$ cat src/rtl/vga_pll_sequencer_if.sv
// -----------------------------------------------------------------------------
// vga_pll_sequencer_if
//   Groups the sequencer's PLL-side and status-side signals into one bundle.
//
//   master : the sequencer (samples pll_locked/restart_req, drives everything else)
//   slave  : the environment (PLL, CSR block, video timing generator)
//
//   pll_locked   PLL LOCK output, asynchronous to the 48 MHz clock
//   restart_req  single-cycle pulse forcing a PLL restart
//   pll_rst      PLL RST input
//   video_rst    active-high reset for the video pipeline
//   ready        high only while the PLL is running locked
//   state        0=RESET_PLL, 1=WAIT_LOCK, 2=STABLE, 3=RUN
//   retry_count  saturating count of lock timeouts
//   loss_count   saturating count of loss-of-lock events
//   lost_lock    sticky loss-of-lock flag
// -----------------------------------------------------------------------------
interface vga_pll_sequencer_if #(
  parameter int STAT_W = 8
);
  logic              pll_locked;
  logic              restart_req;
  logic              pll_rst;
  logic              video_rst;
  logic              ready;
  logic [1:0]        state;
  logic [STAT_W-1:0] retry_count;
  logic [STAT_W-1:0] loss_count;
  logic              lost_lock;

  modport master (
    input  pll_locked, restart_req,
    output pll_rst, video_rst, ready, state, retry_count, loss_count, lost_lock
  );

  modport slave (
    output pll_locked, restart_req,
    input  pll_rst, video_rst, ready, state, retry_count, loss_count, lost_lock
  );
endinterface

$ cat src/rtl/vga_pll_sequencer.sv
// -----------------------------------------------------------------------------
// vga_pll_sequencer
//   Brings up the VGA pixel-clock PLL from the 48 MHz input clock: pulses the
//   PLL reset, waits for a lock that stays stable, releases the video reset,
//   and restarts the PLL on a lock timeout, a loss of lock or a software request.
//
//   clkin  : 48 MHz clock, all logic on its rising edge
//   reset  : asynchronous, active-high reset
//   bus    : vga_pll_sequencer_if.master (PLL handshake and status outputs)
// -----------------------------------------------------------------------------
module vga_pll_sequencer #(
  parameter int RST_CYCLES   = 48,
  parameter int LOCK_STABLE  = 4800,
  parameter int LOCK_TIMEOUT = 480000,
  parameter int LOSS_FILTER  = 16,
  parameter int CNT_W        = 20,
  parameter int STAT_W       = 8
) (
  input  logic                   clkin,
  input  logic                   reset,
  vga_pll_sequencer_if.master    bus
);

  typedef enum logic [1:0] {
    S_RESET_PLL = 2'd0,
    S_WAIT_LOCK = 2'd1,
    S_STABLE    = 2'd2,
    S_RUN       = 2'd3
  } state_e;

  localparam int FILT_W = $clog2(LOSS_FILTER + 1);

  localparam logic [CNT_W-1:0]  RST_LAST  = CNT_W'(RST_CYCLES - 1);
  localparam logic [CNT_W-1:0]  STB_LAST  = CNT_W'(LOCK_STABLE - 1);
  localparam logic [CNT_W-1:0]  TO_LAST   = CNT_W'(LOCK_TIMEOUT - 1);
  localparam logic [FILT_W-1:0] FILT_LAST = FILT_W'(LOSS_FILTER - 1);
  localparam logic [STAT_W-1:0] STAT_MAX  = '1;

  state_e            state_q, state_d;
  logic [CNT_W-1:0]  cnt_q, cnt_d;
  logic [FILT_W-1:0] filt_q, filt_d;
  logic [STAT_W-1:0] retry_q, retry_d;
  logic [STAT_W-1:0] loss_q, loss_d;
  logic              lost_q, lost_d;
  logic              sync1_q, locked_s_q;
  logic              pll_rst_q, video_rst_q, ready_q;

  // Two-flop synchronizer for the asynchronous LOCK signal; only locked_s_q
  // is used by the FSM.
  // NOTE: clocked processes use non-blocking assignments so every flop samples
  // the pre-edge value of its source, which is what makes this a 2-stage chain.
  always_ff @(posedge clkin or posedge reset) begin
    if (reset) begin
      sync1_q    <= 1'b0;
      locked_s_q <= 1'b0;
    end else begin
      sync1_q    <= bus.pll_locked;
      locked_s_q <= sync1_q;
    end
  end

  // Next-state logic. The shared counter restarts on every state entry; the
  // loss filter only advances in RUN and is otherwise held at zero.
  always_comb begin
    // NOTE: every variable gets a default before any branch so no path leaves
    // it unassigned, which would otherwise infer a latch.
    state_d = state_q;
    cnt_d   = cnt_q + 1'b1;
    filt_d  = '0;
    retry_d = retry_q;
    loss_d  = loss_q;
    lost_d  = lost_q;

    if (bus.restart_req) begin
      // Software restart beats every other event, including a coincident
      // loss of lock or timeout, and never bumps the statistics.
      state_d = S_RESET_PLL;
      cnt_d   = '0;
      lost_d  = 1'b0;
    end else begin
      unique case (state_q)
        S_RESET_PLL: begin
          if (cnt_q == RST_LAST) begin
            state_d = S_WAIT_LOCK;
            cnt_d   = '0;
          end
        end
        S_WAIT_LOCK: begin
          // Lock is tested first so a lock on the timeout cycle wins.
          if (locked_s_q) begin
            state_d = S_STABLE;
            cnt_d   = '0;
          end else if (cnt_q == TO_LAST) begin
            state_d = S_RESET_PLL;
            cnt_d   = '0;
            if (retry_q != STAT_MAX) retry_d = retry_q + 1'b1;
          end
        end
        S_STABLE: begin
          // A single unlocked cycle sends us back for a fresh timeout window
          // without counting as a retry.
          if (!locked_s_q) begin
            state_d = S_WAIT_LOCK;
            cnt_d   = '0;
          end else if (cnt_q == STB_LAST) begin
            state_d = S_RUN;
            cnt_d   = '0;
          end
        end
        S_RUN: begin
          if (!locked_s_q) begin
            if (filt_q == FILT_LAST) begin
              state_d = S_RESET_PLL;
              cnt_d   = '0;
              lost_d  = 1'b1;
              if (loss_q != STAT_MAX) loss_d = loss_q + 1'b1;
            end else begin
              filt_d = filt_q + 1'b1;
            end
          end
        end
      endcase
    end
  end

  // State, counters and outputs. Outputs are decoded from the next state so
  // they are registered yet change on the same edge as the state.
  always_ff @(posedge clkin or posedge reset) begin
    if (reset) begin
      state_q     <= S_RESET_PLL;
      cnt_q       <= '0;
      filt_q      <= '0;
      retry_q     <= '0;
      loss_q      <= '0;
      lost_q      <= 1'b0;
      pll_rst_q   <= 1'b1;
      video_rst_q <= 1'b1;
      ready_q     <= 1'b0;
    end else begin
      state_q     <= state_d;
      cnt_q       <= cnt_d;
      filt_q      <= filt_d;
      retry_q     <= retry_d;
      loss_q      <= loss_d;
      lost_q      <= lost_d;
      pll_rst_q   <= (state_d == S_RESET_PLL);
      video_rst_q <= (state_d != S_RUN);
      ready_q     <= (state_d == S_RUN);
    end
  end

  assign bus.pll_rst     = pll_rst_q;
  assign bus.video_rst   = video_rst_q;
  assign bus.ready       = ready_q;
  assign bus.state       = state_q;
  assign bus.retry_count = retry_q;
  assign bus.loss_count  = loss_q;
  assign bus.lost_lock   = lost_q;

endmodule

$ cat src/flat_wrapper.sv
// flat-port wrapper written by rule: the top's interface ports become plain ports
module vga_pll_sequencer_flat 
#(
  parameter int RST_CYCLES   = 48,
  parameter int LOCK_STABLE  = 4800,
  parameter int LOCK_TIMEOUT = 480000,
  parameter int LOSS_FILTER  = 16,
  parameter int CNT_W        = 20,
  parameter int STAT_W       = 8
)
  (clkin, reset, bus_pll_locked, bus_restart_req, bus_pll_rst, bus_video_rst, bus_ready, bus_state, bus_retry_count, bus_loss_count, bus_lost_lock);
  vga_pll_sequencer_if #(.STAT_W(STAT_W)) bus_i ();
  input  logic clkin;
  input  logic reset;
  input wire logic [$bits(bus_i.pll_locked)-1:0] bus_pll_locked;
  input wire logic [$bits(bus_i.restart_req)-1:0] bus_restart_req;
  output wire logic [$bits(bus_i.pll_rst)-1:0] bus_pll_rst;
  output wire logic [$bits(bus_i.video_rst)-1:0] bus_video_rst;
  output wire logic [$bits(bus_i.ready)-1:0] bus_ready;
  output wire logic [$bits(bus_i.state)-1:0] bus_state;
  output wire logic [$bits(bus_i.retry_count)-1:0] bus_retry_count;
  output wire logic [$bits(bus_i.loss_count)-1:0] bus_loss_count;
  output wire logic [$bits(bus_i.lost_lock)-1:0] bus_lost_lock;
  assign bus_i.pll_locked = bus_pll_locked;
  assign bus_i.restart_req = bus_restart_req;
  assign bus_pll_rst = bus_i.pll_rst;
  assign bus_video_rst = bus_i.video_rst;
  assign bus_ready = bus_i.ready;
  assign bus_state = bus_i.state;
  assign bus_retry_count = bus_i.retry_count;
  assign bus_loss_count = bus_i.loss_count;
  assign bus_lost_lock = bus_i.lost_lock;
  vga_pll_sequencer #(.RST_CYCLES(RST_CYCLES), .LOCK_STABLE(LOCK_STABLE), .LOCK_TIMEOUT(LOCK_TIMEOUT), .LOSS_FILTER(LOSS_FILTER), .CNT_W(CNT_W), .STAT_W(STAT_W)) u_core (.clkin(clkin), .reset(reset), .bus(bus_i));
endmodule
$ cat config.mk
export PLATFORM = sky130hd
export DESIGN_NAME = vga_pll_sequencer_flat
export DESIGN_NICKNAME = d
export VERILOG_FILES = /design/src/rtl/vga_pll_sequencer_if.sv /design/src/rtl/vga_pll_sequencer.sv /design/src/flat_wrapper.sv
export SDC_FILE = /design/constraint.sdc
export NUM_CORES = 1
export LEC_CHECK = 0
export CAP_MARGIN = 25
export CORE_MARGIN = 1.5
export CORE_UTILIZATION = 55
export CTS_CLUSTER_DIAMETER = 200
export CTS_CLUSTER_SIZE = 24
export DETAILED_ROUTE_END_ITERATION = 10
export GPL_TIMING_DRIVEN = 0
export HOLD_SLACK_MARGIN = 0.03
export PLACE_DENSITY = 0.78
export SETUP_SLACK_MARGIN = 0.3
export SLEW_MARGIN = 20
export SYNTH_ARGS = -nofsm -noshare
export SYNTH_HDL_FRONTEND = slang
export SYNTH_SLANG_ARGS = --single-unit
$ cat constraint.sdc
create_clock -name clkin -period 3.5 [get_ports clkin]
set_input_delay 0.7 -clock clkin [delete_from_list [all_inputs] [get_ports clkin]]
set_output_delay 0.7 -clock clkin [all_outputs]
set_load 0.02 [all_outputs]
==> results.md <==
- Status: finished, final reports clean
- Top FF cell, synth: dfrtp_1
- Area share of the largest cell type after synthesis: 49.19%
- Synth area leaders: dfrtp_1, xor2_1, xnor2_1, nor3_1, nand3_1
- Number of core rows: 23
- Pwr dens: 330.1 mW/mm²
- 1st-iter DRT viols: 139
- Worst-path clk slew: 0.09 ns
- Slew of the pin with the lowest slew margin: 0.6506 ns
- Reg power frac: 62.2%
- First-pass GRT wire length: 7.452 mm
- Logic pwr share: 3.2%
- CTS root buf: clkbuf_8
- Net Sw Frac: 22.16%
- Count of different cell masters after synthesis: 41
- Port Buffers: 24
- Hold_ws: 0.3736 ns
- Synth top cells by count: dfrtp_1, nor3_1, xor2_1
- Die H: 68.94 µm
- Skew final: 0.006154 ns
- GR Overflow Total: 0
- Nets: 264
- Gp weighted congestion: 0.8236
- N_diodes: 0
- CTS tree: built
- # H-tree levels: 2
- Initial antenna violation count: 0
- Critical path startpoint category: flip-flop
- Die X: 68.94 µm
- Met1 usage: 28.54%
- Fillers: 335
- Post-synth EDFFs: 0
- Crit Path Class: reg -> reg
- Multi-input gate area: 0.001086 mm²
- Crit Path Max Fanout: 6
- Vias post-DR: 1,781
- Post-route setup TNS: 0 ns
- Number of setup buffers added after CTS: 0
- Area leader, netlist: dfrtp_1
- Max_cap viols: 0
- Clk pwr share: 34.6%
- Synthesis-stage register bit count: 49
- DRC: 0
- Flip-flop and latch area: 0.001229 mm²
- Setup-failing EPs final: 0
- Final wirelength: 4.520 mm
- Count leader, synth: dfrtp_1
- CP endpoint kind: flip-flop
- Starting Density: 58.51%
- FMAX: 0.4205 GHz
- Hold-fix buffers, CTS: 0
- Grt peak-use layer: met2
- TritonCTS Buffers: 5
- Relative slew margins: 56.42%
- Asr flop ratio synth: 100.0%
- Pin count of the biggest net entering global routing: 35
- Final Max Tran Viols: 0
- CP arrival: 2.54 ns
- Synthesized Nets: 232
- Drt pass-1 iters: 4
- Global Route met3 Usage: 5.357%
- CTS Buffer Depth: 2
- Tmin final: 2.378 ns
- I/O Pins: 26
- RSZ-0062 raised after global routing: no
- Die area: 0.004752 mm²
- Via density per instance: 5.801
- Mapped Avg Cell Area: 10.67 µm²
- Ys Warns: 0
- Routed len/inst: 14.72 µm
- Skew-Pair Late Insertion Delay: 0.30 ns
- GRT Total Usage: 21.24%
- Final period util: 67.95%
- CTS Sinks: 49
- Hpwl dp: 3.199 mm
- Mapped Cells: 224
- Synth Cell Area: 0.002391 mm²
- VDD IR-drop max: 0.2204 mV
- M2 GR Usage: 32.81%
- P_sw: 0.0002045 W
- Leakage: 1.211 nW
- Vias in the first global route: 1,627
- Internal cell power: 0.0007186 W
- Worst min path class: reg -> reg
- Layout cells sized above 1: 9.728%
- Area Overhead vs Synth: 16.95%
- Post-synthesis sequential area ratio: 51.39%
- WP data required: 3.66 ns
- Post-route ant nets: 0
- Core Region: 0.004086 mm²
- Final hold vios: 0
- Post_cts resized: 0
==> final cells by class <==
cell class / instances / share of cell area [%]
timing repair buffer: 25 / 9.307
multi-input combinational: 159 / 38.84
inverter: 6 / 0.8054
clock buffer: 6 / 2.595
buffer: 10 / 1.924
sequential: 49 / 43.94
tap: 50 / 2.237
clock inverter: 2 / 0.3579
==> worst paths after layout <==
path / startpoint / endpoint / slack, ns / cells after the start
worst max register to register: u_core.cnt_q[16] / u_core.cnt_q[3] / 1.12 / 4
max in group asynchronous: reset / u_core.cnt_q[12] / 2.35 / 3
worst max-delay path: u_core.cnt_q[16] / u_core.cnt_q[3] / 1.12 / 4
worst min-delay path: u_core.sync1_q / u_core.locked_s_q / 0.37 / 0
min in group asynchronous: reset / u_core.bus.retry_count[6] / 0.67 / 2
worst min register to register: u_core.sync1_q / u_core.locked_s_q / 0.37 / 0
==> through the flow <==
stage | setup WS, ns | instances | instance area (µm²) | utilization [%] | total power, W
after floorplan | 1.342 | 224 | 2391 | - | 0.0006040
final | 1.122 | 307 | 2796 | 68.43 | 0.0009231
after global placement | 0.7153 | 298 | 2694 | 65.92 | 0.0006127
after detailed placement | 1.045 | 299 | 2714 | 66.41 | 0.0006159
after CTS | 1.145 | 307 | 2796 | 68.43 | 0.0009341
after global routing | 0.9204 | 307 | 2796 | 68.43 | 0.0009629
==> state kept, by name, summed over array words and instances (netlist names) <==
register	count
u_core.cnt_q	20
u_core.bus.loss_count	8
u_core.bus.retry_count	8
u_core.filt_q	5
u_core.bus.state	2
u_core.bus.lost_lock	1
u_core.bus.pll_rst	1
u_core.bus.ready	1
u_core.bus.video_rst	1
u_core.locked_s_q	1
u_core.sync1_q	1
==> power by group through the flow <==
stage	clock network (W)	registers [W]	logic [W]
after floorplan	0	0.000585	0.0000194
after CTS	0.000329	0.000574	0.0000305
after detailed placement	0	0.000586	0.0000304
final	0.000320	0.000574	0.0000291
after global placement	0	0.000586	0.0000272
after global routing	0.000353	0.000576	0.0000346
==> layout by cell type, fill, tap and decap left out, types with 3 or more instances in the layout <==
cell             instances
and4_1                   3
nor2_1                   9
a31oi_1                  3
xor2_1                  18
nand3_1                 15
clkdlybuf4s50_1         24
dfrtp_1                 47
clkbuf_8                 5
nand2_1                 11
and3_1                   7
clkbuf_1                 8
inv_1                    5
ha_1                     4
nor4_1                  11
nor3_1                  19
xnor2_1                 15
nand4_1                 12
o21ai_0                  4
==> cell families after synthesis <==
logic type / Yosys count / share of synthesized area [%]
and+or+nand+nor: 104 / 25.33
DFF: 49 / 51.39
xor gates and xnor gates: 33 / 12.09
buffers and inverters: 16 / 3.192
AOI/OAI and AO/OA: 15 / 4.553
adders and majority gates: 4 / 2.093
muxes: 3 / 1.360
==> critical path, cell delays in order (launching register included) <==
cell	delay, ns
dfrtp_1	0.46
or4_2	0.68
or4_4	0.46
nor4b_2	0.53
nor4_1	0.11
==> per-layer routing <==
layer  vias up  wire length [µm]
met3         6               117
li1        876                 -
met2        22              2032
met1       877              2306
met4         0                63
met5         -                 0
(Power assumes the default switching activity.)
